## config.mk

```make
export PLATFORM = sky130hd
export DESIGN_NAME = fb_arbiter
export DESIGN_NICKNAME = d
export VERILOG_FILES = /design/src/rtl/fb_arbiter.sv
export SDC_FILE = /design/constraint.sdc
export NUM_CORES = 1
export LEC_CHECK = 0
export BUFFER_PORTS_ARGS = -buffer_cell sky130_fd_sc_hd__buf_2
export CORE_MARGIN = 3
export CORE_UTILIZATION = 31
export CTS_BUF_LIST = sky130_fd_sc_hd__clkbuf_16
export CTS_CLUSTER_DIAMETER = 100
export DETAILED_ROUTE_END_ITERATION = 10
export MAX_ROUTING_LAYER = met4
export PLACE_DENSITY = 0.62
export SLEW_MARGIN = 10
export SYNTH_ARGS = -nofsm -noshare
export SYNTH_HDL_FRONTEND = slang
export SYNTH_SLANG_ARGS = --single-unit
```

## constraint.sdc

```tcl
create_clock -name clk -period 2.9 [get_ports clk]
set_clock_uncertainty 0.05 [all_clocks]
set_input_delay 0.145 -clock clk [delete_from_list [all_inputs] [get_ports clk]]
set_output_delay 0.145 -clock clk [all_outputs]
set_load 0.02 [all_outputs]
```

## src/rtl/fb_arbiter.sv

```systemverilog
// +--------------------------------------------------------------------------+
// | fb_arbiter : frame-buffer RAM owner; scan / pen / clear arbitration      |
// | Revision   : 1.0                                                         |
// +--------------------------------------------------------------------------+
`default_nettype none

module fb_arbiter #(
  parameter int                ADDR_W   = 6,
  parameter int                DATA_W   = 2,
  parameter logic [DATA_W-1:0] CLR_VAL  = 2'b00,
  parameter int                MAX_WAIT = 4
) (
  input  logic              clk,
  input  logic              rst_n,
  input  logic              scan_req,
  input  logic [ADDR_W-1:0] scan_addr,
  output logic              scan_gnt,
  output logic              scan_valid,
  output logic [DATA_W-1:0] scan_data,
  input  logic              pen_req,
  input  logic [ADDR_W-1:0] pen_addr,
  input  logic [DATA_W-1:0] pen_data,
  output logic              pen_gnt,
  input  logic              clr_start,
  output logic              clr_busy,
  output logic              clr_done,
  output logic              ram_we,
  output logic [ADDR_W-1:0] ram_addr,
  output logic [DATA_W-1:0] ram_wdata,
  input  logic [DATA_W-1:0] ram_rdata
);

  localparam int                WAIT_W   = $clog2(MAX_WAIT + 1);
  localparam logic [WAIT_W-1:0] WAIT_MAX = WAIT_W'(MAX_WAIT);

  typedef enum logic [0:0] {
    ST_IDLE  = 1'b0,
    ST_CLEAR = 1'b1
  } state_t;

  state_t              state_q, state_d;
  logic [ADDR_W-1:0]   clr_cnt_q, clr_cnt_d;
  logic [WAIT_W-1:0]   wait_cnt_q, wait_cnt_d;
  logic                scan_gnt_q, scan_gnt_d;
  logic                pen_gnt_q, pen_gnt_d;
  logic                ram_we_q, ram_we_d;
  logic [ADDR_W-1:0]   ram_addr_q, ram_addr_d;
  logic [DATA_W-1:0]   ram_wdata_q, ram_wdata_d;
  logic                clr_busy_q, clr_busy_d;
  logic                clr_done_q, clr_done_d;
  logic                clr1_q, clr1_d;
  logic                rd2_q, clr2_q;
  logic                scan_valid_q;
  logic [DATA_W-1:0]   scan_data_q;

  // A requester is blind to its own grant for one cycle, so its stale req is ignored then.
  logic scan_live, pen_live;
  assign scan_live = scan_req & ~scan_gnt_q;
  assign pen_live  = pen_req  & ~pen_gnt_q;

  always_comb begin
    state_d     = state_q;
    clr_cnt_d   = clr_cnt_q;
    wait_cnt_d  = wait_cnt_q;
    scan_gnt_d  = 1'b0;
    pen_gnt_d   = 1'b0;
    ram_we_d    = 1'b0;
    ram_addr_d  = ram_addr_q;
    ram_wdata_d = ram_wdata_q;
    clr_busy_d  = 1'b0;
    clr_done_d  = 1'b0;
    clr1_d      = 1'b0;

    case (state_q)
      ST_IDLE: begin
        clr_done_d = clr_busy_q;
        if (clr_start) begin
          state_d   = ST_CLEAR;
          clr_cnt_d = '0;
          if (pen_live && (wait_cnt_q != WAIT_MAX)) wait_cnt_d = wait_cnt_q + 1'b1;
        end else if (pen_live && (wait_cnt_q == WAIT_MAX)) begin
          pen_gnt_d   = 1'b1;
          ram_we_d    = 1'b1;
          ram_addr_d  = pen_addr;
          ram_wdata_d = pen_data;
          wait_cnt_d  = '0;
        end else if (scan_live) begin
          scan_gnt_d = 1'b1;
          ram_addr_d = scan_addr;
          if (pen_live && (wait_cnt_q != WAIT_MAX)) wait_cnt_d = wait_cnt_q + 1'b1;
        end else if (pen_live) begin
          pen_gnt_d   = 1'b1;
          ram_we_d    = 1'b1;
          ram_addr_d  = pen_addr;
          ram_wdata_d = pen_data;
          wait_cnt_d  = '0;
        end
      end

      ST_CLEAR: begin
        ram_we_d    = 1'b1;
        ram_addr_d  = clr_cnt_q;
        ram_wdata_d = CLR_VAL;
        clr_busy_d  = 1'b1;
        clr_cnt_d   = clr_cnt_q + 1'b1;
        if (&clr_cnt_q) state_d = ST_IDLE;
        // Scan is served from CLR_VAL so the display never stalls behind the clear.
        if (scan_live) begin
          scan_gnt_d = 1'b1;
          clr1_d     = 1'b1;
        end
      end

      default: state_d = ST_IDLE;
    endcase
  end

  always_ff @(posedge clk) begin
    if (!rst_n) begin
      state_q      <= ST_IDLE;
      clr_cnt_q    <= '0;
      wait_cnt_q   <= '0;
      scan_gnt_q   <= 1'b0;
      pen_gnt_q    <= 1'b0;
      ram_we_q     <= 1'b0;
      ram_addr_q   <= '0;
      ram_wdata_q  <= '0;
      clr_busy_q   <= 1'b0;
      clr_done_q   <= 1'b0;
      clr1_q       <= 1'b0;
      rd2_q        <= 1'b0;
      clr2_q       <= 1'b0;
      scan_valid_q <= 1'b0;
      scan_data_q  <= '0;
    end else begin
      state_q      <= state_d;
      clr_cnt_q    <= clr_cnt_d;
      wait_cnt_q   <= wait_cnt_d;
      scan_gnt_q   <= scan_gnt_d;
      pen_gnt_q    <= pen_gnt_d;
      ram_we_q     <= ram_we_d;
      ram_addr_q   <= ram_addr_d;
      ram_wdata_q  <= ram_wdata_d;
      clr_busy_q   <= clr_busy_d;
      clr_done_q   <= clr_done_d;
      clr1_q       <= clr1_d;
      rd2_q        <= scan_gnt_q;
      clr2_q       <= clr1_q;
      scan_valid_q <= rd2_q;
      if (rd2_q) scan_data_q <= clr2_q ? CLR_VAL : ram_rdata;
    end
  end

  assign scan_gnt   = scan_gnt_q;
  assign scan_valid = scan_valid_q;
  assign scan_data  = scan_data_q;
  assign pen_gnt    = pen_gnt_q;
  assign clr_busy   = clr_busy_q;
  assign clr_done   = clr_done_q;
  assign ram_we     = ram_we_q;
  assign ram_addr   = ram_addr_q;
  assign ram_wdata  = ram_wdata_q;

endmodule

`default_nettype wire
```

==> insert_results.sql, run 1 <==
INSERT INTO impl_metrics (metric_group, metric, value, unit) VALUES
('clock_tree', 'clock_tree_from_tritoncts', 'built', ''),
('grt', 'grt_use_met3', '5.125', '%'),
('power', 'power_leakage', '0.7982', 'nW'),
('sta', 'hold_violations', '0', ''),
('clock_tree', 'cts-root-to-sink-buffers', '2', ''),
('placement', 'place_congestion', '0.7412', ''),
('critical_path', 'worstPathCellList', 'nor2b_1 > and2_4 > mux2i_1 > o22ai_1', ''),
('logic_synthesis', 'ys_ff_latch', '29', ''),
('clock_tree', 'cts-buffers-inserted', '5', ''),
('critical_path', 'path_class', 'reg2reg', ''),
('grt', 'number_of_antenna_violations_at_the_first_check_in_global_routing', '0', ''),
('clock_tree', 'post-cts-setup-buffer-count', '0', ''),
('sta', 'timing.hold.ws', '0.05378', 'ns'),
('power', 'total_power', '1.214', 'mW'),
('detailed_routing', 'drcViolationCount', '0', ''),
('finish', 'final_design_area_no_fill', '0.001742', 'mm^2'),
('floorplan', 'design.die.area', '0.005201', 'mm^2'),
('logic_synthesis', 'synth.lib_cells_used.distinct', '44', ''),
('sta', 'fin_setup_tns', '0', 'ns'),
('logic_synthesis', 'post-synth-top-count-cell', 'sky130_fd_sc_hd__dfxtp_1', ''),
('logic_synthesis', 'synth-edff-count', '0', ''),
('floorplan', 'placementRows', '23', ''),
('logic_synthesis', 'synth_async_sr_flop_share', '0', '%'),
('floorplan', 'floorplan.core_area', '0.004115', 'mm^2'),
('clock_tree', 'cts.repair.resized', '0', ''),
('placement', 'io_buffers', '36', ''),
('logic_synthesis', 'synth_cells', '155', ''),
('critical_path', 'critical_path_buf_inv_count', '0', ''),
('finish', 'multiInputGateArea', '694.4', 'um^2'),
('placement', 'post-dp-hpwl', '2163', 'um'),
('floorplan', 'fp.dieH', '72.12', 'um'),
('grt', 'groute.layer.met1.usage', '16.26', '%'),
('grt', 'global_route.peak_usage_layer', 'met2', ''),
('sta', 'worst_pin_slew', '0.7865', 'ns'),
('critical_path', 'signal_arrival_time_at_the_worst_endpoint', '1.87', 'ns'),
('placement', 'numPlacedInstances', '233', ''),
('grt', 'wire_length_of_the_first_global_routing_pass', '5202', 'um'),
('sta', 'timing.max_slew.rel_slack', '47.49', '%'),
('job', 'number_of_maximum_capacitance_constraint_violations', '0', ''),
('detailed_routing', 'drt.antenna.violating_nets', '0', ''),
('logic_synthesis', 'synth_common_cells', 'sky130_fd_sc_hd__dfxtp_1 (29), sky130_fd_sc_hd__nand2_1 (13)', ''),
('floorplan', 'dieWidth', '72.12', 'um'),
('floorplan', 'initial_utilization', '32.93', '%'),
('logic_synthesis', 'synth.yosys.warnings', '0', ''),
('critical_path', 'endpoint_kind', 'register', ''),
('logic_synthesis', 'post_synth_main_area_contributors', 'sky130_fd_sc_hd__dfxtp_1 (43%), sky130_fd_sc_hd__mux2i_1 (3.7%), sky130_fd_sc_hd__nand2b_1 (3.7%)', ''),
('logic_synthesis', 'yosysTopAreaCellShare', '42.84', '%'),
('sta', 'fmax', '0.5619', 'GHz'),
('sta', 'rsz0062_at_grt', 'false', ''),
('sta', 'setup_viol_count_final', '0', ''),
('finish', 'drive_above_1_share', '26.70', '%'),
('grt', 'globalRouteMet2Util', '19.41', '%'),
('min_path', 'holdCritPathClass', 'in2reg', ''),
('sta', 'period_share', '61.37', '%'),
('placement', 'placed_cell_area', '0.001551', 'mm^2'),
('critical_path', 'path_max_fanout', '11', ''),
('clock_tree', 'clk_pin_slew_worst_paths', '0.05', 'ns'),
('detailed_routing', 'vias', '1212', ''),
('grt', 'grt_overflow', '0', ''),
('critical_path', 'worst_path_largest_cell_delay', '0.61', 'ns'),
('critical_path', 'critical_path_slowest_stage_cell', 'sky130_fd_sc_hd__nor2b_1', ''),
('clock_tree', 'cts_root_buffer', 'sky130_fd_sc_hd__clkbuf_16', ''),
('detailed_routing', 'detailedRoute.firstIterationViolations', '78', ''),
('critical_path', 'critical_path.top_delay_family', 'simple AND/OR/NAND/NOR gates', ''),
('logic_synthesis', 'synth_top_area_cell', 'sky130_fd_sc_hd__dfxtp_1', ''),
('finish', 'final_standard_cell_count_with_taps_included_and_fillers_excluded', '241', ''),
('finish', 'nFillCells', '425', ''),
('sta', 'period_minus_slack', '1.780', 'ns'),
('power', 'vdd_drop_max', '315.3', 'uV'),
('detailed_routing', 'detailedRoute.firstPassIterationCount', '4', ''),
('outcome', 'run_status', 'complete, no violations', '');
==> cell usage in the layout, fill, tap and decap left out, types with 2 or more instances in the layout <==
| cell | netlist | layout |
|---|---|---|
| sky130_fd_sc_hd__o21ai_0 | 4 | 4 |
| sky130_fd_sc_hd__dfxtp_1 | 29 | 29 |
| sky130_fd_sc_hd__nand2_1 | 13 | 13 |
| sky130_fd_sc_hd__buf_2 | 1 | 36 |
| sky130_fd_sc_hd__a21oi_1 | 8 | 8 |
| sky130_fd_sc_hd__and3_1 | 2 | 2 |
| sky130_fd_sc_hd__or2_1 | 2 | 2 |
| sky130_fd_sc_hd__nor2_1 | 8 | 8 |
| sky130_fd_sc_hd__nand3b_1 | 3 | 3 |
| sky130_fd_sc_hd__inv_1 | 8 | 8 |
| sky130_fd_sc_hd__mux2i_1 | 5 | 5 |
| sky130_fd_sc_hd__nor3_1 | 7 | 7 |
| sky130_fd_sc_hd__ha_1 | 3 | 3 |
| sky130_fd_sc_hd__nand2b_1 | 8 | 8 |
| sky130_fd_sc_hd__a41o_1 | 4 | 4 |
| sky130_fd_sc_hd__nand3_1 | 2 | 2 |
| sky130_fd_sc_hd__o211ai_1 | 2 | 2 |
| sky130_fd_sc_hd__clkbuf_16 | 0 | 5 |
| sky130_fd_sc_hd__o21ai_1 | 8 | 8 |
| sky130_fd_sc_hd__a31oi_1 | 7 | 7 |
| sky130_fd_sc_hd__and2_1 | 4 | 4 |
| sky130_fd_sc_hd__bufinv_16 | 0 | 2 |
==> flip-flops by register name, summed over array words and instances (netlist names) <==
name and cells:
clr_cnt_q 6, ram_addr 6, wait_cnt_q 3, ram_wdata 2
scan_data 2, clr1_q 1, clr2_q 1, clr_busy 1
clr_done 1, pen_gnt 1, ram_we 1, rd2_q 1
scan_gnt 1, scan_valid 1, state_q 1
==> final timing paths <==
kind	depth (start not counted)	start	slack, ns	end
max	4	scan_gnt$_SDFF_PN0_	1.12	ram_addr[1]$_SDFFE_PN0P_
min	3	pen_data[0]	0.05	ram_wdata[0]$_SDFFE_PN0P_
max reg2reg	4	scan_gnt$_SDFF_PN0_	1.12	ram_addr[1]$_SDFFE_PN0P_
min reg2reg	1	clr1_q$_SDFF_PN0_	0.40	clr2_q$_SDFF_PN0_
==> final cells by class <==
cell class	count	area share, %
clock inverters	3	3.736
repair buffers	36	10.34
multi-input cells	109	39.87
inverters	9	1.940
flip-flops and latches	29	33.33
well taps	50	3.592
clock buffers	5	7.184
==> routing by layer <==
| metal | part of all wire, % | routed length, um |
|---|---|---|
| met1 | 47 | 1410 |
| met2 | 46 | 1374 |
| met3 | 5.3 | 159 |
| met4 | 1.3 | 40 |
| met5 | 0 | 0 |
==> power by group <==
part,internal [mW],switching (mW)
registers,0.417,0.0159
logic,0.0492,0.0717
clock network,0.489,0.171
==> logic make-up after synthesis <==
| kind of cell | after synthesis | synth area share, % |
|---|---|---|
| AND/OR/NAND/NOR | 59 | 24.38 |
| AO/OA/AOI/OAI | 41 | 19.76 |
| flip-flops | 29 | 42.84 |
| buffers and inverters | 17 | 5.908 |
| multiplexers | 5 | 3.694 |
| adder cells (fa/ha/maj) | 3 | 2.770 |
| XOR/XNOR | 1 | 0.6465 |
==> worst min-delay path: stages <==
cell	delay (ns)
sky130_fd_sc_hd__buf_2	0.07
sky130_fd_sc_hd__mux2i_1	0.05
sky130_fd_sc_hd__nor2_1	0.07
Note: power is estimated with default switching activity, not from simulation.
==> run 2: changes to the inputs <==
--- a/config.mk
+++ b/config.mk
@@ -12,7 +12,7 @@
 export CTS_CLUSTER_DIAMETER = 100
 export DETAILED_ROUTE_END_ITERATION = 10
 export MAX_ROUTING_LAYER = met4
-export PLACE_DENSITY = 0.62
+export PLACE_DENSITY = 0.64
 export SLEW_MARGIN = 10
 export SYNTH_ARGS = -nofsm -noshare
 export SYNTH_HDL_FRONTEND = slang
==> constraint.sdc (replaced) <==
create_clock -name clk -period 1.6 [get_ports clk]
set_clock_uncertainty 0.05 [all_clocks]
set_input_delay 0.08 -clock clk [delete_from_list [all_inputs] [get_ports clk]]
set_output_delay 0.08 -clock clk [all_outputs]
set_load 0.02 [all_outputs]
==> run 2 against run 1 <==
Effect of this change: utilization decreased by 0.21 points; routed wire length increased by 7.3%; non-clock buffer count increased by 5; combinational power increased by 99%; maximum frequency increased by 19%.
==> insert_results.sql, run 2 (synthesis results as in run 1) <==
INSERT INTO impl_metrics (metric_group, metric, value, unit) VALUES
('grt', 'wire_length_of_the_first_global_routing_pass', '5326', 'um'),
('placement', 'place_congestion', '0.7872', ''),
('clock_tree', 'cts-buffers-inserted', '5', ''),
('sta', 'timing.max_slew.rel_slack', '72.45', '%'),
('critical_path', 'path_class', 'reg2reg', ''),
('grt', 'number_of_antenna_violations_at_the_first_check_in_global_routing', '0', ''),
('finish', 'final_design_area_no_fill', '0.001733', 'mm^2'),
('power', 'intPower', '1.415', 'mW'),
('sta', 'timing.hold.ws', '0.008729', 'ns'),
('grt', 'groute.layer.met1.usage', '15.50', '%'),
('floorplan', 'placementRows', '23', ''),
('finish', 'layout.nets', '219', ''),
('sta', 'period_minus_slack', '1.502', 'ns'),
('power', 'power_per_cell_area', '1088', 'mW/mm^2'),
('power', 'power.sequential.fraction', '41.4', '%'),
('clock_tree', 'clock_tree_from_tritoncts', 'built', ''),
('grt', 'grt_pass1_vias', '1214', ''),
('detailed_routing', 'vias', '1245', ''),
('min_path', 'holdCritPathClass', 'in2reg', ''),
('detailed_routing', 'detailedRoute.firstIterationViolations', '90', ''),
('detailed_routing', 'detailedRoute.firstPassIterationCount', '4', ''),
('grt', 'grt_start_max_net_pins', '17', ''),
('job', 'number_of_maximum_capacitance_constraint_violations', '0', ''),
('power', 'power.net_switching', '0.4699', 'mW'),
('critical_path', 'setup.worst_path.start_class', 'register', ''),
('detailed_routing', 'drcViolationCount', '0', ''),
('sta', 'hold_violations', '0', ''),
('power', 'switching_part_of_the_total', '24.93', '%'),
('finish', 'antenna-diode-count', '0', ''),
('critical_path', 'endpoint_kind', 'register', ''),
('floorplan', 'design.die.area', '0.005201', 'mm^2'),
('detailed_routing', 'routed_via_density', '5.061', ''),
('power', 'power.share.combinational', '12.8', '%'),
('floorplan', 'initial_utilization', '32.93', '%'),
('power', 'power_leakage', '0.7979', 'nW'),
('critical_path', 'crit_path_end', 'ram_addr[1]$_SDFFE_PN0P_', ''),
('floorplan', 'floorplan.core_area', '0.004115', 'mm^2'),
('floorplan', 'io_pins', '37', ''),
('grt', 'grt_use_met3', '3.601', '%'),
('finish', 'layout_common_cells', 'sky130_fd_sc_hd__buf_2 (36), sky130_fd_sc_hd__dfxtp_1 (29), sky130_fd_sc_hd__nand2_1 (13)', ''),
('clock_tree', 'cts.sink_count', '29', ''),
('critical_path', 'signal_arrival_time_at_the_worst_endpoint', '1.60', 'ns'),
('clock_tree', 'cts_root_buffer', 'sky130_fd_sc_hd__clkbuf_16', ''),
('finish', 'layout-area-overhead-vs-synth', '27.89', '%'),
('outcome', 'run_status', 'complete, no violations', ''),
('critical_path', 'worstPathCellList', 'inv_1 > ha_1 > nand4b_2 > and2_4 > mux2i_1 > o22ai_1', ''),
('critical_path', 'worstSetupStartpoint', 'wait_cnt_q[0]$_SDFFE_PN0P_', ''),
('sta', 'slew_viol_final', '0', ''),
('grt', 'global_route.peak_usage_layer', 'met2', ''),
('critical_path', 'critical_path_slowest_stage_cell', 'sky130_fd_sc_hd__dfxtp_1', ''),
('critical_path', 'path_max_fanout', '9', ''),
('critical_path', 'r2r_end', 'ram_addr[1]$_SDFFE_PN0P_', ''),
('sta', 'rsz0062_at_grt', 'true', ''),
('critical_path', 'timing.critical_path.required', '1.70', 'ns'),
('detailed_routing', 'aggregate_routed_wire_length', '3203', 'um'),
('power', 'clockPowerShare', '45.8', '%'),
('sta', 'setup_viol_count_final', '0', ''),
('grt', 'grt_overflow', '0', ''),
('sta', 'fin_setup_tns', '0', 'ns'),
('clock_tree', 'insertion_delay', '0.27', 'ns'),
('sta', 'period_share', '93.85', '%'),
('detailed_routing', 'wl_per_cell', '13.02', 'um'),
('placement', 'placed_cell_area', '0.001582', 'mm^2'),
('critical_path', 'r2r-start', 'wait_cnt_q[0]$_SDFFE_PN0P_', ''),
('placement', 'post-dp-hpwl', '2273', 'um'),
('sta', 'worst_pin_slew', '0.4127', 'ns'),
('grt', 'globalRouteMet2Util', '21.84', '%'),
('grt', 'gr-usage-all-layers', '13.52', '%'),
('detailed_routing', 'drt.antenna.violating_nets', '0', ''),
('floorplan', 'dieWidth', '72.12', 'um'),
('clock_tree', 'clock_tree.htree_level_count', '2', ''),
('clock_tree', 'cts-root-to-sink-buffers', '2', ''),
('floorplan', 'fp.dieH', '72.12', 'um'),
('critical_path', 'ff2ff_path_depth', '6', ''),
('placement', 'io_buffers', '36', ''),
('finish', 'mostFrequentLayoutCell', 'sky130_fd_sc_hd__buf_2', ''),
('finish', 'drive_above_1_share', '27.55', '%'),
('clock_tree', 'post-cts-setup-buffer-count', '0', ''),
('sta', 'fmax', '0.6660', 'GHz'),
('clock_tree', 'clk_pin_slew_worst_paths', '0.05', 'ns'),
('power', 'vdd_drop_max', '637.5', 'uV'),
('critical_path', 'rrSetupSlack', '0.1', 'ns'),
('critical_path', 'worst_path_largest_cell_delay', '0.32', 'ns');
==> run 2: what timing repair did <==
action,CTS,global route
hold endpoints to repair,1,0
hold buffers,1,0
setup endpoints to repair,0,5
resized for setup,0,1
==> run 2: how the worst min path moves through the flow <==
stage                 startpoint                         to  slack, ns  cells after the start
finish               pen_data[0]  ram_wdata[0]$_SDFFE_PN0P_      0.009                      3
global route        ram_rdata[0]  scan_data[0]$_SDFFE_PN0P_       0.03                      3
CTS                  pen_data[0]  ram_wdata[0]$_SDFFE_PN0P_       0.01                      3
detailed placement   pen_data[1]  ram_wdata[1]$_SDFFE_PN0P_       0.28                      3
global placement     pen_data[1]  ram_wdata[1]$_SDFFE_PN0P_       0.27                      3
floorplan            pen_data[0]  ram_wdata[0]$_SDFFE_PN0P_       0.17                      2
==> run 2: final cells by class <==
| class | count | area, um^2 |
|---|---|---|
| flip-flops and latches | 29 | 580.6 |
| clock buffers | 5 | 125.1 |
| fillers | 432 | 2382 |
| repair buffers | 41 | 220.2 |
| well taps | 50 | 62.56 |
| clock inverters | 3 | 12.51 |
| inverters | 9 | 33.78 |
| multi-input cells | 109 | 698.2 |
==> run 2: per-layer routing <==
metal  part of all wire [%]  vias up
met5                      0        -
met4                    1.4        0
met3                    5.0        6
met2                     48       30
met1                     46      576
li1                       -      633
==> run 2: metrics by stage <==
step	total power [mW]	std cells	util [%]	setup WS (ns)
global placement	1.029	237	38.43	0.06980
global route	1.977	246	42.11	-0.01830
floorplan	0.9520	155	-	0.1794
finish	1.885	246	42.11	0.09845
detailed placement	1.033	237	38.43	0.08289
CTS	1.908	246	42.02	0.07552
==> run 2: power by group through the flow <==
stage          Sequential [mW]  Combinational, mW  Clock (mW)
2_1_floorplan            0.816              0.136           0
3_3_place_gp             0.793              0.236           0
3_5_place_dp             0.794              0.238           0
4_1_cts                  0.780              0.242       0.886
5_1_grt                  0.784              0.268       0.926
6_report                 0.780              0.241       0.864
==> run 2: worst max-delay path, delay by kind of cell, from the launching register on <==
family	cells	cell delay [ns]
AOI/OAI and AO/OA	1	0.09
and+or+nand+nor	2	0.42
DFF	1	0.32
buffers and inverters	1	0.06
muxes	1	0.20
adders and majority gates	1	0.22
==> run 3: changes to the inputs <==
--- a/config.mk
+++ b/config.mk
@@ -12,7 +12,7 @@
 export CTS_CLUSTER_DIAMETER = 100
 export DETAILED_ROUTE_END_ITERATION = 10
 export MAX_ROUTING_LAYER = met4
-export PLACE_DENSITY = 0.64
+export PLACE_DENSITY = 0.62
 export SLEW_MARGIN = 10
 export SYNTH_ARGS = -nofsm -noshare
 export SYNTH_HDL_FRONTEND = slang
==> constraint.sdc (replaced) <==
create_clock -name clk -period 1.45 [get_ports clk]
set_clock_uncertainty 0.05 [all_clocks]
set_input_delay 0.0725 -clock clk [delete_from_list [all_inputs] [get_ports clk]]
set_output_delay 0.0725 -clock clk [all_outputs]
set_load 0.02 [all_outputs]
==> run 3 against run 2 <==
Effect of this change: power is 15% higher; via count increased by 2.5%; non-clock buffer count rose by 14; clock power is 13% higher; routed wire length is 9.0% higher; setup slack lost 0.081 ns.
==> insert_results.sql, run 3 (synthesis results as in run 1) <==
INSERT INTO impl_metrics (metric_group, metric, value, unit) VALUES
('sta', 'post_route_worst_setup_slack', '0.01738', 'ns'),
('critical_path', 'r2r_end', 'wait_cnt_q[2]$_SDFFE_PN0P_', ''),
('floorplan', 'dieWidth', '72.12', 'um'),
('outcome', 'run_status', 'complete, no violations', ''),
('sta', 'slew_viol_final', '0', ''),
('clock_tree', 'cts-buffers-inserted', '5', ''),
('min_path', 'timing.hold.worst_endpoint', 'scan_data[1]$_SDFFE_PN0P_', ''),
('sta', 'hold_violations', '0', ''),
('sta', 'worst_pin_slew', '0.3501', 'ns'),
('detailed_routing', 'vias', '1276', ''),
('detailed_routing', 'drt.antenna.violating_nets', '0', ''),
('sta', 'setup_viol_count_final', '0', ''),
('grt', 'number_of_antenna_violations_at_the_first_check_in_global_routing', '0', ''),
('critical_path', 'ff2ff_path_depth', '6', ''),
('finish', 'drive_above_1_share', '36.97', '%'),
('clock_tree', 'clock_tree.htree_level_count', '2', ''),
('clock_tree', 'clock_tree_from_tritoncts', 'built', ''),
('critical_path', 'worstPathCellList', 'inv_2 > ha_4 > nand2_2 > nand3_2 > a2111o_1 > a31oi_1', ''),
('floorplan', 'fp.dieH', '72.12', 'um'),
('critical_path', 'timing.critical_path.required', '1.60', 'ns'),
('clock_tree', 'cts-root-to-sink-buffers', '2', ''),
('floorplan', 'design.die.area', '0.005201', 'mm^2'),
('finish', 'layout.nets', '234', ''),
('finish', 'layout-area-overhead-vs-synth', '40.17', '%'),
('critical_path', 'setup.worst_path.start_class', 'register', ''),
('clock_tree', 'cts_root_buffer', 'sky130_fd_sc_hd__clkbuf_16', ''),
('min_path', 'min_from', 'ram_rdata[1]', ''),
('detailed_routing', 'wl_per_cell', '13.38', 'um'),
('detailed_routing', 'detailedRoute.firstPassIterationCount', '4', ''),
('detailed_routing', 'aggregate_routed_wire_length', '3491', 'um'),
('grt', 'grt_pass1_vias', '1203', ''),
('finish', 'final_util', '46.15', '%'),
('critical_path', 'worstSetupStartpoint', 'wait_cnt_q[1]$_SDFFE_PN0P_', ''),
('sta', 'period_minus_slack', '1.433', 'ns'),
('placement', 'place_congestion', '0.8068', ''),
('grt', 'grt_overflow', '0', ''),
('min_path', 'whs_path_cells', '3', ''),
('power', 'power_leakage', '0.8993', 'nW'),
('sta', 'fin_setup_tns', '0', 'ns'),
('grt', 'gr-usage-all-layers', '14.24', '%'),
('finish', 'multiInputGateArea', '749.5', 'um^2'),
('sta', 'period_share', '98.80', '%'),
('critical_path', 'critical_path_slowest_stage_cell', 'sky130_fd_sc_hd__a2111o_1', ''),
('min_path', 'holdCritPathClass', 'in2reg', ''),
('finish', 'antenna-diode-count', '0', ''),
('critical_path', 'signal_arrival_time_at_the_worst_endpoint', '1.58', 'ns'),
('power', 'total_power', '2.163', 'mW'),
('finish', 'sequential_cell_area', '583.1', 'um^2'),
('clock_tree', 'clk_pin_slew_worst_paths', '0.05', 'ns'),
('sta', 'rsz0062_at_grt', 'true', ''),
('clock_tree', 'insertion_delay', '0.28', 'ns'),
('critical_path', 'path_max_fanout', '3', ''),
('floorplan', 'io_pins', '37', ''),
('placement', 'io_buffers', '36', ''),
('floorplan', 'floorplan.core_area', '0.004115', 'mm^2'),
('finish', 'nFillCells', '403', ''),
('critical_path', 'worst_path_largest_cell_delay', '0.40', 'ns'),
('job', 'number_of_maximum_capacitance_constraint_violations', '0', ''),
('critical_path', 'path_class', 'reg2reg', ''),
('clock_tree', 'cts.sink_count', '29', ''),
('critical_path', 'endpoint_kind', 'register', ''),
('floorplan', 'placementRows', '23', ''),
('placement', 'preCtsSetupSlack', '-0.04884', 'ns'),
('grt', 'grt_start_max_net_pins', '17', ''),
('sta', 'timing.max_slew.rel_slack', '76.63', '%'),
('grt', 'wire_length_of_the_first_global_routing_pass', '5575', 'um'),
('power', 'vdd_drop_max', '485.3', 'uV'),
('sta', 'fmax', '0.6980', 'GHz'),
('finish', 'layout_common_cells', 'sky130_fd_sc_hd__buf_2 (36), sky130_fd_sc_hd__dfxtp_1 (27), sky130_fd_sc_hd__buf_4 (17), sky130_fd_sc_hd__nand2_1 (12)', ''),
('placement', 'post-dp-hpwl', '2428', 'um'),
('detailed_routing', 'routed_via_density', '4.889', ''),
('sta', 'timing.hold.ws', '0.01110', 'ns'),
('power', 'power_per_cell_area', '1139', 'mW/mm^2'),
('detailed_routing', 'detailedRoute.firstIterationViolations', '65', ''),
('floorplan', 'initial_utilization', '32.93', '%'),
('finish', 'mostFrequentLayoutCell', 'sky130_fd_sc_hd__buf_2', ''),
('critical_path', 'rrSetupSlack', '0.02', 'ns'),
('critical_path', 'r2r-start', 'wait_cnt_q[1]$_SDFFE_PN0P_', ''),
('detailed_routing', 'drcViolationCount', '0', '');
## run 3: worst max-delay path by stage
stage / to / depth (start not counted) / slack (ns)
after floorplan: wait_cnt_q[2]$_SDFFE_PN0P_ / 7 / 0.03
after detailed placement: wait_cnt_q[2]$_SDFFE_PN0P_ / 6 / -0.05
after global placement: ram_addr[3]$_SDFFE_PN0P_ / 6 / 0.009
after CTS: wait_cnt_q[2]$_SDFFE_PN0P_ / 6 / 0.004
final: wait_cnt_q[2]$_SDFFE_PN0P_ / 6 / 0.02
after global routing: wait_cnt_q[2]$_SDFFE_PN0P_ / 6 / -0.08
## run 3: metal layers
metal	global-route usage (%)	up-vias	part of all wire [%]
met2	22.55	27	48
met5	-	-	0
li1	-	666	-
met3	3.186	4	4.3
met4	5.637	0	0.89
met1	17.57	579	47
## run 3: stage by stage
stage	std cells	area (um^2)
final	261	1899
after floorplan	155	1355
after global routing	261	1899
after detailed placement	249	1672
after global placement	249	1672
after CTS	260	1866
## run 3: timing repair
item                                    CTS  global route
hold buffers                              2             0
gates resized for setup                   4             7
cloned                                    1             0
endpoints found under the hold margin     2             0
pin swaps                                 2             5
endpoints found under the setup margin   11            11
setup buffers                             0             1
## run 3: layout make-up
cell class,instances,area share (%)
Multi-Input combinational cell,110,39.46
Sequential cell,29,30.70
Timing Repair Buffer,55,17.26
Clock buffer,5,6.588
Tap cell,50,3.294
Inverter,9,1.779
Clock inverter,3,0.9223
## run 3: critical path, delay by kind of cell, from the launching register on
kind                       cells  cell delay [ns]
and+or+nand+nor                2             0.19
AOI/OAI and AO/OA              2             0.57
DFF                            1             0.33
adders and majority gates      1             0.17
buffers and inverters          1             0.05
## run 3: power by group
group / internal (mW) / leakage [nW] / switching, mW
logic: 0.150 / 0.592 / 0.176
clock network: 0.627 / 0.0696 / 0.351
registers: 0.836 / 0.237 / 0.0239
total: 1.61 / 0.899 / 0.551
